**src/rtl/fifo_pkg.sv**
```systemverilog
// fifo_pkg: shared FIFO status type and count-width helper for the RTL, BFM interface and monitor.
package fifo_pkg;

    typedef struct packed {
        logic full;
        logic empty;
        logic almost_full;
        logic almost_empty;
        logic overflow;
        logic underflow;
    } fifo_status_t;

    function automatic int cnt_w(input int depth);
        return $clog2(depth) + 1;
    endfunction

endpackage

```
**src/rtl/fifo_ram.sv**
```systemverilog
// fifo_ram: DEPTH x DATA_W dual-port register array, synchronous write, registered read (read register resets to 0).
module fifo_ram #(
    parameter int DATA_W = 8,
    parameter int DEPTH  = 16,
    parameter int ADDR_W = $clog2(DEPTH)
) (
    input  logic              clk,
    input  logic              rst,
    input  logic              we,
    input  logic [ADDR_W-1:0] waddr,
    input  logic [DATA_W-1:0] wdata,
    input  logic              re,
    input  logic [ADDR_W-1:0] raddr,
    output logic [DATA_W-1:0] rdata
);

    logic [DATA_W-1:0] mem [DEPTH];

    always_ff @(posedge clk) begin
        if (we)
            mem[waddr] <= wdata;
    end

    always_ff @(posedge clk) begin
        if (rst)
            rdata <= '0;
        else if (re)
            rdata <= mem[raddr];
    end

endmodule

```
**src/rtl/param_sync_fifo.sv**
```systemverilog
// param_sync_fifo: single-clock FIFO with occupancy count and almost flags;
// sticky overflow/underflow capture is built only when FIFO_ERR_FLAGS_EN is defined.
module param_sync_fifo
    import fifo_pkg::*;
#(
    parameter int DATA_W    = 8,
    parameter int DEPTH     = 16,
    parameter int AF_THRESH = DEPTH - 2,
    parameter int AE_THRESH = 2
) (
    input  logic                    clk,
    input  logic                    rst,
    input  logic                    wr_en,
    input  logic [DATA_W-1:0]       din,
    input  logic                    rd_en,
    output logic [DATA_W-1:0]       dout,
    output logic                    full,
    output logic                    empty,
    output logic                    almost_full,
    output logic                    almost_empty,
    output logic [cnt_w(DEPTH)-1:0] count,
    input  logic                    clr_err,
    output logic                    overflow,
    output logic                    underflow
);

    localparam int ADDR_W = $clog2(DEPTH);
    localparam int CW     = cnt_w(DEPTH);

    if (DEPTH < 2 || (DEPTH & (DEPTH - 1)) != 0) begin : g_bad_depth
        $error("param_sync_fifo: DEPTH must be a power of two >= 2");
    end
    if (AF_THRESH < 1 || AF_THRESH > DEPTH) begin : g_bad_af
        $error("param_sync_fifo: AF_THRESH must be in 1..DEPTH");
    end
    if (AE_THRESH < 0 || AE_THRESH > DEPTH - 1) begin : g_bad_ae
        $error("param_sync_fifo: AE_THRESH must be in 0..DEPTH-1");
    end

    logic [ADDR_W-1:0] wr_ptr, rd_ptr;
    logic [CW-1:0]     count_nxt;
    logic              wr_ok, rd_ok;
    fifo_status_t      st, st_nxt;

    assign wr_ok = wr_en && !st.full;
    assign rd_ok = rd_en && !st.empty;

    // Flags are derived from the next count so they land on the same edge as count.
    always_comb begin
        count_nxt           = count + CW'(wr_ok) - CW'(rd_ok);
        st_nxt.full         = count_nxt == CW'(DEPTH);
        st_nxt.empty        = count_nxt == '0;
        st_nxt.almost_full  = count_nxt >= CW'(AF_THRESH);
        st_nxt.almost_empty = count_nxt <= CW'(AE_THRESH);
`ifdef FIFO_ERR_FLAGS_EN
        st_nxt.overflow     = (wr_en && st.full) || (st.overflow && !clr_err);
        st_nxt.underflow    = (rd_en && st.empty) || (st.underflow && !clr_err);
`else
        st_nxt.overflow     = 1'b0;
        st_nxt.underflow    = 1'b0;
`endif
    end

`ifndef FIFO_ERR_FLAGS_EN
    logic unused_clr_err;
    assign unused_clr_err = clr_err;
`endif

    always_ff @(posedge clk) begin
        if (rst) begin
            wr_ptr <= '0;
            rd_ptr <= '0;
            count  <= '0;
            st     <= '{full: 1'b0, empty: 1'b1, almost_full: 1'b0, almost_empty: 1'b1,
                        overflow: 1'b0, underflow: 1'b0};
        end else begin
            if (wr_ok)
                wr_ptr <= wr_ptr + ADDR_W'(1);
            if (rd_ok)
                rd_ptr <= rd_ptr + ADDR_W'(1);
            count <= count_nxt;
            st    <= st_nxt;
        end
    end

    fifo_ram #(
        .DATA_W (DATA_W),
        .DEPTH  (DEPTH),
        .ADDR_W (ADDR_W)
    ) u_ram (
        .clk   (clk),
        .rst   (rst),
        .we    (wr_ok),
        .waddr (wr_ptr),
        .wdata (din),
        .re    (rd_ok),
        .raddr (rd_ptr),
        .rdata (dout)
    );

    assign full         = st.full;
    assign empty        = st.empty;
    assign almost_full  = st.almost_full;
    assign almost_empty = st.almost_empty;
    assign overflow     = st.overflow;
    assign underflow    = st.underflow;

endmodule

```
**config.mk**
```make
export PLATFORM = sky130hd
export DESIGN_NAME = param_sync_fifo
export DESIGN_NICKNAME = d
export VERILOG_FILES = /design/src/rtl/fifo_pkg.sv /design/src/rtl/fifo_ram.sv /design/src/rtl/param_sync_fifo.sv
export SDC_FILE = /design/constraint.sdc
export NUM_CORES = 1
export LEC_CHECK = 0
export BUFFER_PORTS_ARGS = -buffer_cell sky130_fd_sc_hd__buf_4
export CAP_MARGIN = 40
export CORE_AREA = 4 4 106 108
export CTS_CLUSTER_DIAMETER = 80
export CTS_CLUSTER_SIZE = 12
export DETAILED_ROUTE_END_ITERATION = 10
export DIE_AREA = 0 0 110 112
export GPL_TIMING_DRIVEN = 0
export MAX_ROUTING_LAYER = met4
export PLACE_DENSITY = 0.86
export RECOVER_POWER = 100
export REMOVE_ABC_BUFFERS = 1
export SLEW_MARGIN = 15
export SYNTH_ARGS = -nofsm -noshare
export SYNTH_HDL_FRONTEND = slang
export SYNTH_SLANG_ARGS = --single-unit
```
**constraint.sdc**
```tcl
create_clock -name clk -period 3.1 [get_ports clk]
set_input_delay 0.31 -clock clk [delete_from_list [all_inputs] [get_ports clk]]
set_output_delay 0.31 -clock clk [all_outputs]
set_load 0.01 [all_outputs]
```
==> impl_metrics.ini <==
[floorplanning]
start_util = 0.589
num_rows = 37
die_width_um = 110
die_y_um = 112
design.die.area_um2 = 12300
ioPinCount = 32
coreArea_um2 = 10200

[clock_network]
cts_buffers = 17
cts_resized = 0
postCtsSetupBuffers = 0
clock_latency_ps = 530
cts_root_buf = clkbuf_8
cts_sinks = 153
cts_tree = done
path_clk_slew_ps = 60
h-tree-depth = 4
cts_hold_buf = 0
clock_path_buffers = 2

[route]
drc = 0
drt_first_pass_iters = 4
via_per_inst = 5.95
met1_length_mm = 4.74
ant_nets = 0
met3_length_um = 697
top_layer_used = met4
wl_met2_mm = 5.96
detail_route.wl_per_cell_um = 21.9
drtIter0Drc = 243
vias = 3189
wirelength_mm = 11.7

[global_route]
antenna_found_initial = 0
grt_util_all_layers = 0.215
grt_start_max_net_pins = 50
grt_pass1_wl_mm = 18.4
grt_pass1_vias = 3301
grt_overflow = 0

[finish]
multi_input_area_um2 = 1540
postLayoutCoreUtil = 0.663
num_antenna_cells = 0
n_fill_cell = 689
area_delta_synth_final_pct = 12.6
nets = 411
regArea_um2 = 4350
drive_gt1_frac = 0.138

[timing]
worst_slew_pin_slew_ps = 1390
finalSetupViolations = 0
hold_violations = 0
fmax_ghz = 0.360
period_share = 0.896
setup_ws_ps = 322
max_slew_margin = 0.0721
finalCriticalPeriod_ps = 2780
slew_viol_final = 0
setup-tns-final_ps = 0
finClkSkew_ps = 7.39
rsz0062_at_grt = false

[synthesis]
ys_ff_latch = 153
synthTopCellsByArea = edfxtp_1 64%, dfxtp_1 8.3%, mux4_2 6.7%
synth_edf_count = 128
synth_commonest_cells = 128 x edfxtp_1, 37 x mux2i_1, 27 x nor2_1, 25 x dfxtp_1, 18 x mux4_2
avgSynthCellArea_um2 = 17.1
ys.flop_type = edfxtp_1
synth_async_sr_flop_share = 0
synth_top_area_share = 0.638
synth_area_um2 = 6020
post-synth-top-count-cell = edfxtp_1
synth_cell_types = 34
synth-seq-area-share = 0.721
yosysTopAreaCell = edfxtp_1
synth_cells = 353
synth_warnings = 0

[placement]
routabilityCongestion = 0.825
dp_hpwl_mm = 7.29
portBuffers = 28
dp_slack_ps = 241

[worst_setup_path]
start_kind = register
cp_slowest_cell = nor2b_1
critical_path.max_stage_delay_ps = 500
cp.required_ps = 3520
path_cells = nor2b_1 > inv_1 > ha_1 > inv_1 > ha_1 > fa_1 > a21o_1 > a21oi_1 > xnor2_1 > a41o_1
path_class = register to register
cp_max_fo = 9
crit_arrival_ps = 3200
endpoint_kind = register

[worst_hold_path]
hp-class = primary input to register

[run]
maxCapViolCount = 0

[power_and_ir_drop]
power.density_nw_per_um2 = 768
power_w = 0.00521
peakVddDrop_mv = 0.327
power_leakage_nw = 2.16

[outcome]
status = finished clean
[critical path, delay by kind of cell, from the launching register on]
kind,cells,cell delay [ps]
AOI/OAI and AO/OA,3,640
and+or+nand+nor,1,500
DFF,1,310
buffers and inverters,2,150
xor gates and xnor gates,1,180
adders and majority gates,3,910
[power breakdown]
group / switching, W / total, W / internal (W)
logic: 0.000510 / 0.000879 / 0.000369
registers: 0.000108 / 0.00248 / 0.00237
clock network: 0.000799 / 0.00185 / 0.00105
total: 0.00142 / 0.00521 / 0.00379
[path summary, 6_finish.rpt]
path                        from              to  slack, ps  depth (start not counted)
setup / recovery            full    almost_empty        320                         10
hold / removal               rst       rd_ptr[0]         70                          2
setup reg to reg            full    almost_empty        320                         10
hold reg to reg   u_ram.rdata[5]  u_ram.rdata[5]        510                          2
[cells by family after synthesis]
kind of cell / Yosys count / synth area share
muxes: 56 / 0.131
other: 1 / 0.000623
AOI/OAI and AO/OA: 38 / 0.0453
xor gates and xnor gates: 10 / 0.0145
DFF: 153 / 0.721
buffers and inverters: 31 / 0.0237
and+or+nand+nor: 53 / 0.0399
adders and majority gates: 11 / 0.0241
[registers in the layout, summed over array words and instances, names as in the netlist]
name and flops:
wr_ptr 4, full 1, almost_empty 1, rd_ptr 4
u_ram.mem 128, almost_full 1, empty 1, count 5
u_ram.rdata 8
[metal layers]
metal  vias to the layer above  GRT usage
met2                       107      0.329
met5                         -          -
met3                        23     0.0557
li1                       1431          -
met1                      1628      0.269
met4                         0     0.0939
[layout by cell type, fill, tap and decap left out, types with 3 or more instances in the layout]
master and instances:
a32oi_1 7, ha_1 10, dfxtp_1 23, buf_4 3
xor2_1 6, nand2_1 9, clkbuf_16 16, a21oi_1 3
a22oi_1 15, xnor2_1 4, mux4_2 18, inv_1 10
clkbuf_1 32, nor2b_1 5, o21ai_0 8, nor2_1 27
nor3_1 4, clkinv_2 6, mux2i_1 37, edfxtp_1 128
clkinvlp_4 6
[layout make-up]
| cell class | count | area share |
|---|---|---|
| Sequential cell | 153 | 0.641 |
| Multi-Input combinational cell | 170 | 0.227 |
| Clock buffer | 18 | 0.0616 |
| Timing Repair Buffer | 35 | 0.0234 |
| Inverter | 10 | 0.00554 |
| Clock inverter | 14 | 0.0161 |
| Tap cell | 136 | 0.0251 |
[per-stage QoR]
stage          hold slack (ps)  cell area, um^2  instances
2_1_floorplan              382             5920        333
4_1_cts                   57.8             6880        534
3_3_place_gp               461             6300        497
5_1_grt                   80.7             6780        536
3_5_place_dp               499             6350        502
6_report                  73.4             6780        536
No activity file was read; power rests on OpenSTA's default activity.
